[config.mk]
export PLATFORM = sky130hd
export DESIGN_NAME = triggered_keepback_buffer
export DESIGN_NICKNAME = d
export VERILOG_FILES = /design/src/rtl/triggered_keepback_pkg.sv /design/src/rtl/keepback_fifo.sv /design/src/rtl/triggered_keepback_buffer.sv
export SDC_FILE = /design/constraint.sdc
export NUM_CORES = 2
export LEC_CHECK = 0
export BUFFER_PORTS_ARGS = -buffer_cell sky130_fd_sc_hd__buf_2
export CORE_MARGIN = 2
export CORE_UTILIZATION = 40
export DETAILED_ROUTE_END_ITERATION = 8
export PLACE_DENSITY_LB_ADDON = 0.2
export SYNTH_ARGS = -nofsm -noshare
export SYNTH_HDL_FRONTEND = slang
export SYNTH_SLANG_ARGS = --single-unit
[constraint.sdc]
create_clock -name clock -period 3.25 [get_ports clock]
set_clock_uncertainty 0.2 [all_clocks]
set_input_delay 0.4875 -clock clock [delete_from_list [all_inputs] [get_ports clock]]
set_output_delay 0.4875 -clock clock [all_outputs]
set_load 0.03 [all_outputs]
[src/rtl/triggered_keepback_pkg.sv]
// Shared types and constants for the triggered keepback buffer.
// Optional statistics are enabled by defining KEEPBACK_STATS_EN.
package triggered_keepback_pkg;

  typedef enum logic {
    IDLE = 1'b0,
    HELD = 1'b1
  } kb_state_t;

  // Word-type tag values produced by the hit-to-word formatter
  localparam int TAG_DATA = 0;
  localparam int TAG_BOD  = 2;
  localparam int TAG_EOD  = 3;

  // Default tag field placement for 64-bit readout words
  localparam int          TAG_W_DEF   = 4;
  localparam int          TAG_LSB_DEF = 60;
  localparam logic [3:0]  HDR_TAG_DEF = 4'(TAG_BOD);

endpackage

[src/rtl/keepback_fifo.sv]
// Synchronous FIFO with two ordered write ports (wr0 lands before wr1)
// and one read port. The head word is presented combinationally from
// storage, so a word written in cycle N is visible in cycle N+1.
// level_next exposes the occupancy after the current edge so the parent
// can register its ready flag without an extra cycle of lag.
module keepback_fifo #(
  parameter int DATA_W = 64,
  parameter int DEPTH  = 8
) (
  input  logic                     clock,
  input  logic                     reset_n,
  input  logic                     wr0_en,
  input  logic [DATA_W-1:0]        wr0_data,
  input  logic                     wr1_en,
  input  logic [DATA_W-1:0]        wr1_data,
  input  logic                     rd_en,
  output logic [DATA_W-1:0]        rd_data,
  output logic                     not_empty,
  output logic [$clog2(DEPTH):0]   level,
  output logic [$clog2(DEPTH):0]   level_next
);

  localparam int PTR_W = $clog2(DEPTH);
  localparam int LVL_W = PTR_W + 1;

  logic [DATA_W-1:0] mem [DEPTH];
  logic [PTR_W-1:0]  wr_ptr;
  logic [PTR_W-1:0]  rd_ptr;
  logic [PTR_W-1:0]  wr1_addr;
  logic [1:0]        wr_cnt;
  logic              rd_do;

  assign not_empty = (level != '0);
  assign rd_do     = rd_en & not_empty;
  assign rd_data   = mem[rd_ptr];
  assign wr_cnt    = {1'b0, wr0_en} + {1'b0, wr1_en};
  // wr1 goes into the slot after wr0 only when wr0 is also writing
  assign wr1_addr  = wr_ptr + PTR_W'(wr0_en);

  // Occupancy after this edge: pushes minus pops
  always_comb begin
    level_next = level + LVL_W'(wr_cnt) - LVL_W'(rd_do);
  end

  // Storage, pointers and level; contents cleared so out_data reads zero in reset
  always_ff @(posedge clock or negedge reset_n) begin
    if (!reset_n) begin
      for (int i = 0; i < DEPTH; i++) begin
        mem[i] <= '0;
      end
      wr_ptr <= '0;
      rd_ptr <= '0;
      level  <= '0;
    end else begin
      if (wr0_en) mem[wr_ptr]   <= wr0_data;
      if (wr1_en) mem[wr1_addr] <= wr1_data;
      wr_ptr <= wr_ptr + PTR_W'(wr_cnt);
      rd_ptr <= rd_ptr + PTR_W'(rd_do);
      level  <= level_next;
    end
  end

endmodule

[src/rtl/triggered_keepback_buffer.sv]
// Triggered keepback buffer: holds each BoD header until a data word of
// the same event arrives, discarding headers that are immediately
// followed by another header (empty events). Output goes through a
// DEPTH-entry FIFO with valid/ready backpressure.
// Define KEEPBACK_STATS_EN to add the empty_evt_cnt / event_cnt outputs.
//
// state | meaning
// IDLE  | no header pending; data words are forwarded as they arrive
// HELD  | a header sits in the hold register waiting for its first data word
module triggered_keepback_buffer
  import triggered_keepback_pkg::*;
#(
  parameter int                 DATA_W  = 64,
  parameter int                 TAG_W   = TAG_W_DEF,
  parameter int                 TAG_LSB = TAG_LSB_DEF,
  parameter logic [TAG_W-1:0]   HDR_TAG = TAG_W'(TAG_BOD),
  parameter int                 DEPTH   = 8,
  parameter int                 CNT_W   = 32
) (
  input  logic                     clock,
  input  logic                     reset_n,
  input  logic                     enable,
  input  logic [DATA_W-1:0]        in_data,
  input  logic                     in_valid,
  output logic                     in_ready,
  output logic [DATA_W-1:0]        out_data,
  output logic                     out_valid,
  input  logic                     out_ready,
  output logic [$clog2(DEPTH):0]   fifo_level
`ifdef KEEPBACK_STATS_EN
  ,
  output logic [CNT_W-1:0]         empty_evt_cnt,
  output logic [CNT_W-1:0]         event_cnt
`endif
);

  localparam int LVL_W = $clog2(DEPTH) + 1;

  kb_state_t         state;
  kb_state_t         state_next;
  logic [DATA_W-1:0] hold_data;
  logic              hold_load;
  logic              accept;
  logic              is_hdr;
  logic              push0;
  logic              push1;
  logic [DATA_W-1:0] push0_data;
  logic [DATA_W-1:0] push1_data;
  logic [LVL_W-1:0]  level_next;
  logic              ready_q;

  assign accept   = in_valid & ready_q;
  assign is_hdr   = (in_data[TAG_LSB +: TAG_W] == HDR_TAG);
  assign in_ready = ready_q;

  // Push selection and next state; a header+data pair uses both write ports
  always_comb begin
    state_next = state;
    hold_load  = 1'b0;
    push0      = 1'b0;
    push1      = 1'b0;
    push0_data = in_data;
    push1_data = in_data;
    if (!enable) begin
      // Pass-through; a header still held when enable drops is abandoned
      push0      = accept;
      state_next = IDLE;
    end else begin
      unique case (state)
        IDLE: begin
          if (accept) begin
            if (is_hdr) begin
              hold_load  = 1'b1;
              state_next = HELD;
            end else begin
              push0 = 1'b1;
            end
          end
        end
        HELD: begin
          if (accept) begin
            if (is_hdr) begin
              hold_load = 1'b1;
            end else begin
              push0      = 1'b1;
              push0_data = hold_data;
              push1      = 1'b1;
              state_next = IDLE;
            end
          end
        end
        default: state_next = IDLE;
      endcase
    end
  end

  // State and hold register
  always_ff @(posedge clock or negedge reset_n) begin
    if (!reset_n) begin
      state     <= IDLE;
      hold_data <= '0;
    end else begin
      state <= state_next;
      if (hold_load) hold_data <= in_data;
    end
  end

  // Ready is the registered "room for two pushes" flag, held low in reset
  always_ff @(posedge clock or negedge reset_n) begin
    if (!reset_n) begin
      ready_q <= 1'b0;
    end else begin
      ready_q <= (int'(level_next) <= DEPTH - 2);
    end
  end

  keepback_fifo #(
    .DATA_W (DATA_W),
    .DEPTH  (DEPTH)
  ) u_fifo (
    .clock      (clock),
    .reset_n    (reset_n),
    .wr0_en     (push0),
    .wr0_data   (push0_data),
    .wr1_en     (push1),
    .wr1_data   (push1_data),
    .rd_en      (out_ready),
    .rd_data    (out_data),
    .not_empty  (out_valid),
    .level      (fifo_level),
    .level_next (level_next)
  );

`ifdef KEEPBACK_STATS_EN
  logic empty_inc;
  logic event_inc;

  // Discard: header replaced by another header, or dropped on enable fall
  assign empty_inc = (state == HELD) & (~enable | (accept & is_hdr));
  assign event_inc = (state == HELD) & enable & accept & ~is_hdr;

  // Saturating event statistics
  always_ff @(posedge clock or negedge reset_n) begin
    if (!reset_n) begin
      empty_evt_cnt <= '0;
      event_cnt     <= '0;
    end else begin
      if (empty_inc && (empty_evt_cnt != '1)) empty_evt_cnt <= empty_evt_cnt + 1'b1;
      if (event_inc && (event_cnt != '1))     event_cnt     <= event_cnt + 1'b1;
    end
  end
`endif

endmodule

==> results.py <==
metrics = {
    "outcome": {
        "run_status": "complete, no violations",
    },
    "synth": {
        "synth_ff_type": "dfrtp_1",
        "async_reset_ff_frac": 1.00,
        "synth_top_cell_area_share": 0.514,
        "syn_inst": 2488,
        "synth_edf_count": 0,
        "synth_cell_type_count": 44,
        "syn_area_per_cell_um2": 11.5,
        "netlist_area_um2": 28600,
        "synthesis.nets": 2571,
        "ys_seq_area_frac": 0.514,
        "yosys-top-cells-area": "dfrtp_1, o221ai_1, mux4_2, nand3_1, mux2_2",
        "yosys.area.top_type": "dfrtp_1",
        "synth_warnings": 0,
        "ys_ff_latch": 588,
    },
    "finish": {
        "mostFrequentLayoutCell": "dfrtp_1",
        "layout-drive-gt1-share": 0.238,
        "final_cell_mix": "dfrtp_1, nand3_1, o221ai_1, nand2_1, buf_2",
        "final_nets": 2748,
        "synthToLayoutAreaGrowth_pct": 21.9,
        "fillers": 6310,
        "num_antenna_cells": 0,
        "instances_no_fill": 3659,
    },
    "placement": {
        "gp_congestion": 0.909,
        "port_buffers": 138,
        "pre_cts_ws_ns": -0.00229,
        "dp_hpwl_um": 65100,
        "placedCellCount": 3467,
    },
    "grt": {
        "antenna_found_initial": 2,
        "grt_max_degree": 125,
        "grt_pass1_wl_um": 165000,
        "track_usage": 0.291,
        "grt_pass1_vias": 26000,
        "overflow": 0,
    },
    "floorplanning": {
        "ios": 139,
        "coreArea_um2": 71100,
        "die_w_um": 271,
        "dieArea_um2": 73700,
        "start_util": 0.402,
        "rows": 98,
        "die_y_um": 271,
    },
    "sta": {
        "tns_ns": 0,
        "max_freq_ghz": 0.310,
        "fin_ws_ns": 0.0253,
        "worstMarginPinSlew_ns": 1.02,
        "relSlewSlack": 0.320,
        "setup_violations": 0,
        "rsz0062_at_grt": "yes",
        "finalCritPeriodShare": 0.992,
        "hold_violations": 0,
        "post-route-min-period_ns": 3.22,
        "slew_violations": 0,
    },
    "routing": {
        "vias": 25200,
        "remaining_drc_errors": 0,
        "wirelength_um": 109000,
        "detail-route-antenna-nets": 0,
        "wl_met3_um": 10600,
        "top_layer": "met5",
        "drt_iter0_drc": 3055,
        "wl_met2_um": 51500,
        "first_pass_iters": 7,
        "wl_per_cell_um": 29.8,
        "wl_met1_um": 42600,
        "avgViaCountPerCell": 6.90,
    },
    "clocking": {
        "htree_levels": 3,
        "worstSkewPairLatency_ns": 0.63,
        "clock-sinks": 588,
        "cts_buffer_depth": 3,
        "cts_buffers": 69,
        "path_clk_slew_ns": 0.06,
        "tritoncts": "built",
        "root_buffer": "clkbuf_16",
    },
    "min_path": {
        "min_path_type": "in -> reg",
    },
    "critical_path": {
        "crit_type": "reg -> out",
        "crit_path_end_kind": "output port",
        "required_ns": 2.56,
        "arrival_ns": 2.54,
        "cp_max_fo": 13,
        "worst_setup_path_start_kind": "register",
    },
    "pwr": {
        "p_leak_nw": 15.3,
        "p_per_area_nw_per_um2": 1010,
        "finalPower_mw": 35.3,
        "vdd_ir_drop_max_mv": 0.682,
    },
    "flow_run": {
        "cap_viol_max_count": 0,
    },
}
## power breakdown
part           total [mW]  switching [mW]  internal, mW
registers            12.5            1.99          10.5
clock network        7.47            3.13          4.33
logic                15.3            8.10          7.24
total                35.3            13.2          22.1
## area by class of cell
class,instances,area [um2],area share
Sequential cell,588,14700,0.422
Tap cell,950,1190,0.0341
Clock inverter,11,101,0.00291
Clock buffer,104,2010,0.0577
Inverter,81,304,0.00872
Timing Repair Buffer,380,3820,0.110
Multi-Input combinational cell,1545,12700,0.365
## through the flow
| step | hold WS [ns] | utilization | cell area, um2 |
|---|---|---|---|
| 2_1_floorplan | -0.00809 | - | 28700 |
| 3_5_place_dp | 0.246 | 0.448 | 31800 |
| 6_report | 0.0468 | 0.490 | 34900 |
| 3_3_place_gp | 0.238 | 0.448 | 31800 |
| 5_1_grt | 0.0405 | 0.490 | 34900 |
| 4_1_cts | 0.0321 | 0.488 | 34700 |
## sequential cells by signal, summed over array words and instances, names as in the netlist
name           count
hold_data         64
in_ready           1
state              1
u_fifo.level       4
u_fifo.mem       512
u_fifo.rd_ptr      3
u_fifo.wr_ptr      3
## critical path, cell delays in order (launching register included)
cell and delay, ns:
dfrtp_4 0.46, buf_12 0.18, buf_12 0.19, mux4_2 0.51, mux2_2 0.35, buf_2 0.21
## final timing paths
kind                                       startpoint                          to  slack (ns)  cells after the start
min reg2reg                 hold_data[61]$_DFFE_PN0P_   hold_data[61]$_DFFE_PN0P_        0.26                      2
min in group asynchronous                     reset_n   u_fifo.mem[504]$_DFF_PN0_        0.19                      2
max reg2reg                        in_ready$_DFF_PN0_   u_fifo.mem[467]$_DFF_PN0_        0.18                      9
min                                         out_ready  u_fifo.rd_ptr[0]$_DFF_PN0_        0.05                      3
max in group asynchronous                     reset_n    u_fifo.mem[69]$_DFF_PN0_        1.54                      4
max                        u_fifo.rd_ptr[0]$_DFF_PN0_                out_data[61]        0.03                      5
## what timing repair did
| item | CTS | global route |
|---|---|---|
| pin swaps | 0 | 2 |
| resized for setup | 14 | 12 |
| hold buffers | 63 | 0 |
| hold endpoints to repair | 139 | 0 |
| gates cloned | 1 | 3 |
| endpoints found under the setup margin | 64 | 126 |
| setup buffers | 4 | 6 |
## cells in the mapped netlist (21+ instances only)
library cell / number
o21ai_0: 75
clkbuf_1: 171
o22ai_1: 21
inv_1: 80
nor3_1: 24
nand3_1: 422
o221ai_1: 420
nand2_1: 149
dfrtp_1: 588
buf_2: 68
buf_1: 35
mux2_2: 64
mux4_2: 128
and3_1: 63
a221o_1: 60
## cells by family after synthesis
logic type / count (synthesis) / share of synthesized area
compound gates: 633 / 0.181
xor+xnor: 6 / 0.00184
fa+ha+maj: 14 / 0.00665
buf+inv: 355 / 0.0496
flops: 588 / 0.514
mux: 192 / 0.126
simple gates: 700 / 0.121
## metal layers
metal,global-route usage,up-vias
li1,-,10300
met1,0.388,13000
met2,0.461,1626
met3,0.0623,313
met4,0.127,4
met5,0,-
No activity file was read; power rests on OpenSTA's default activity.
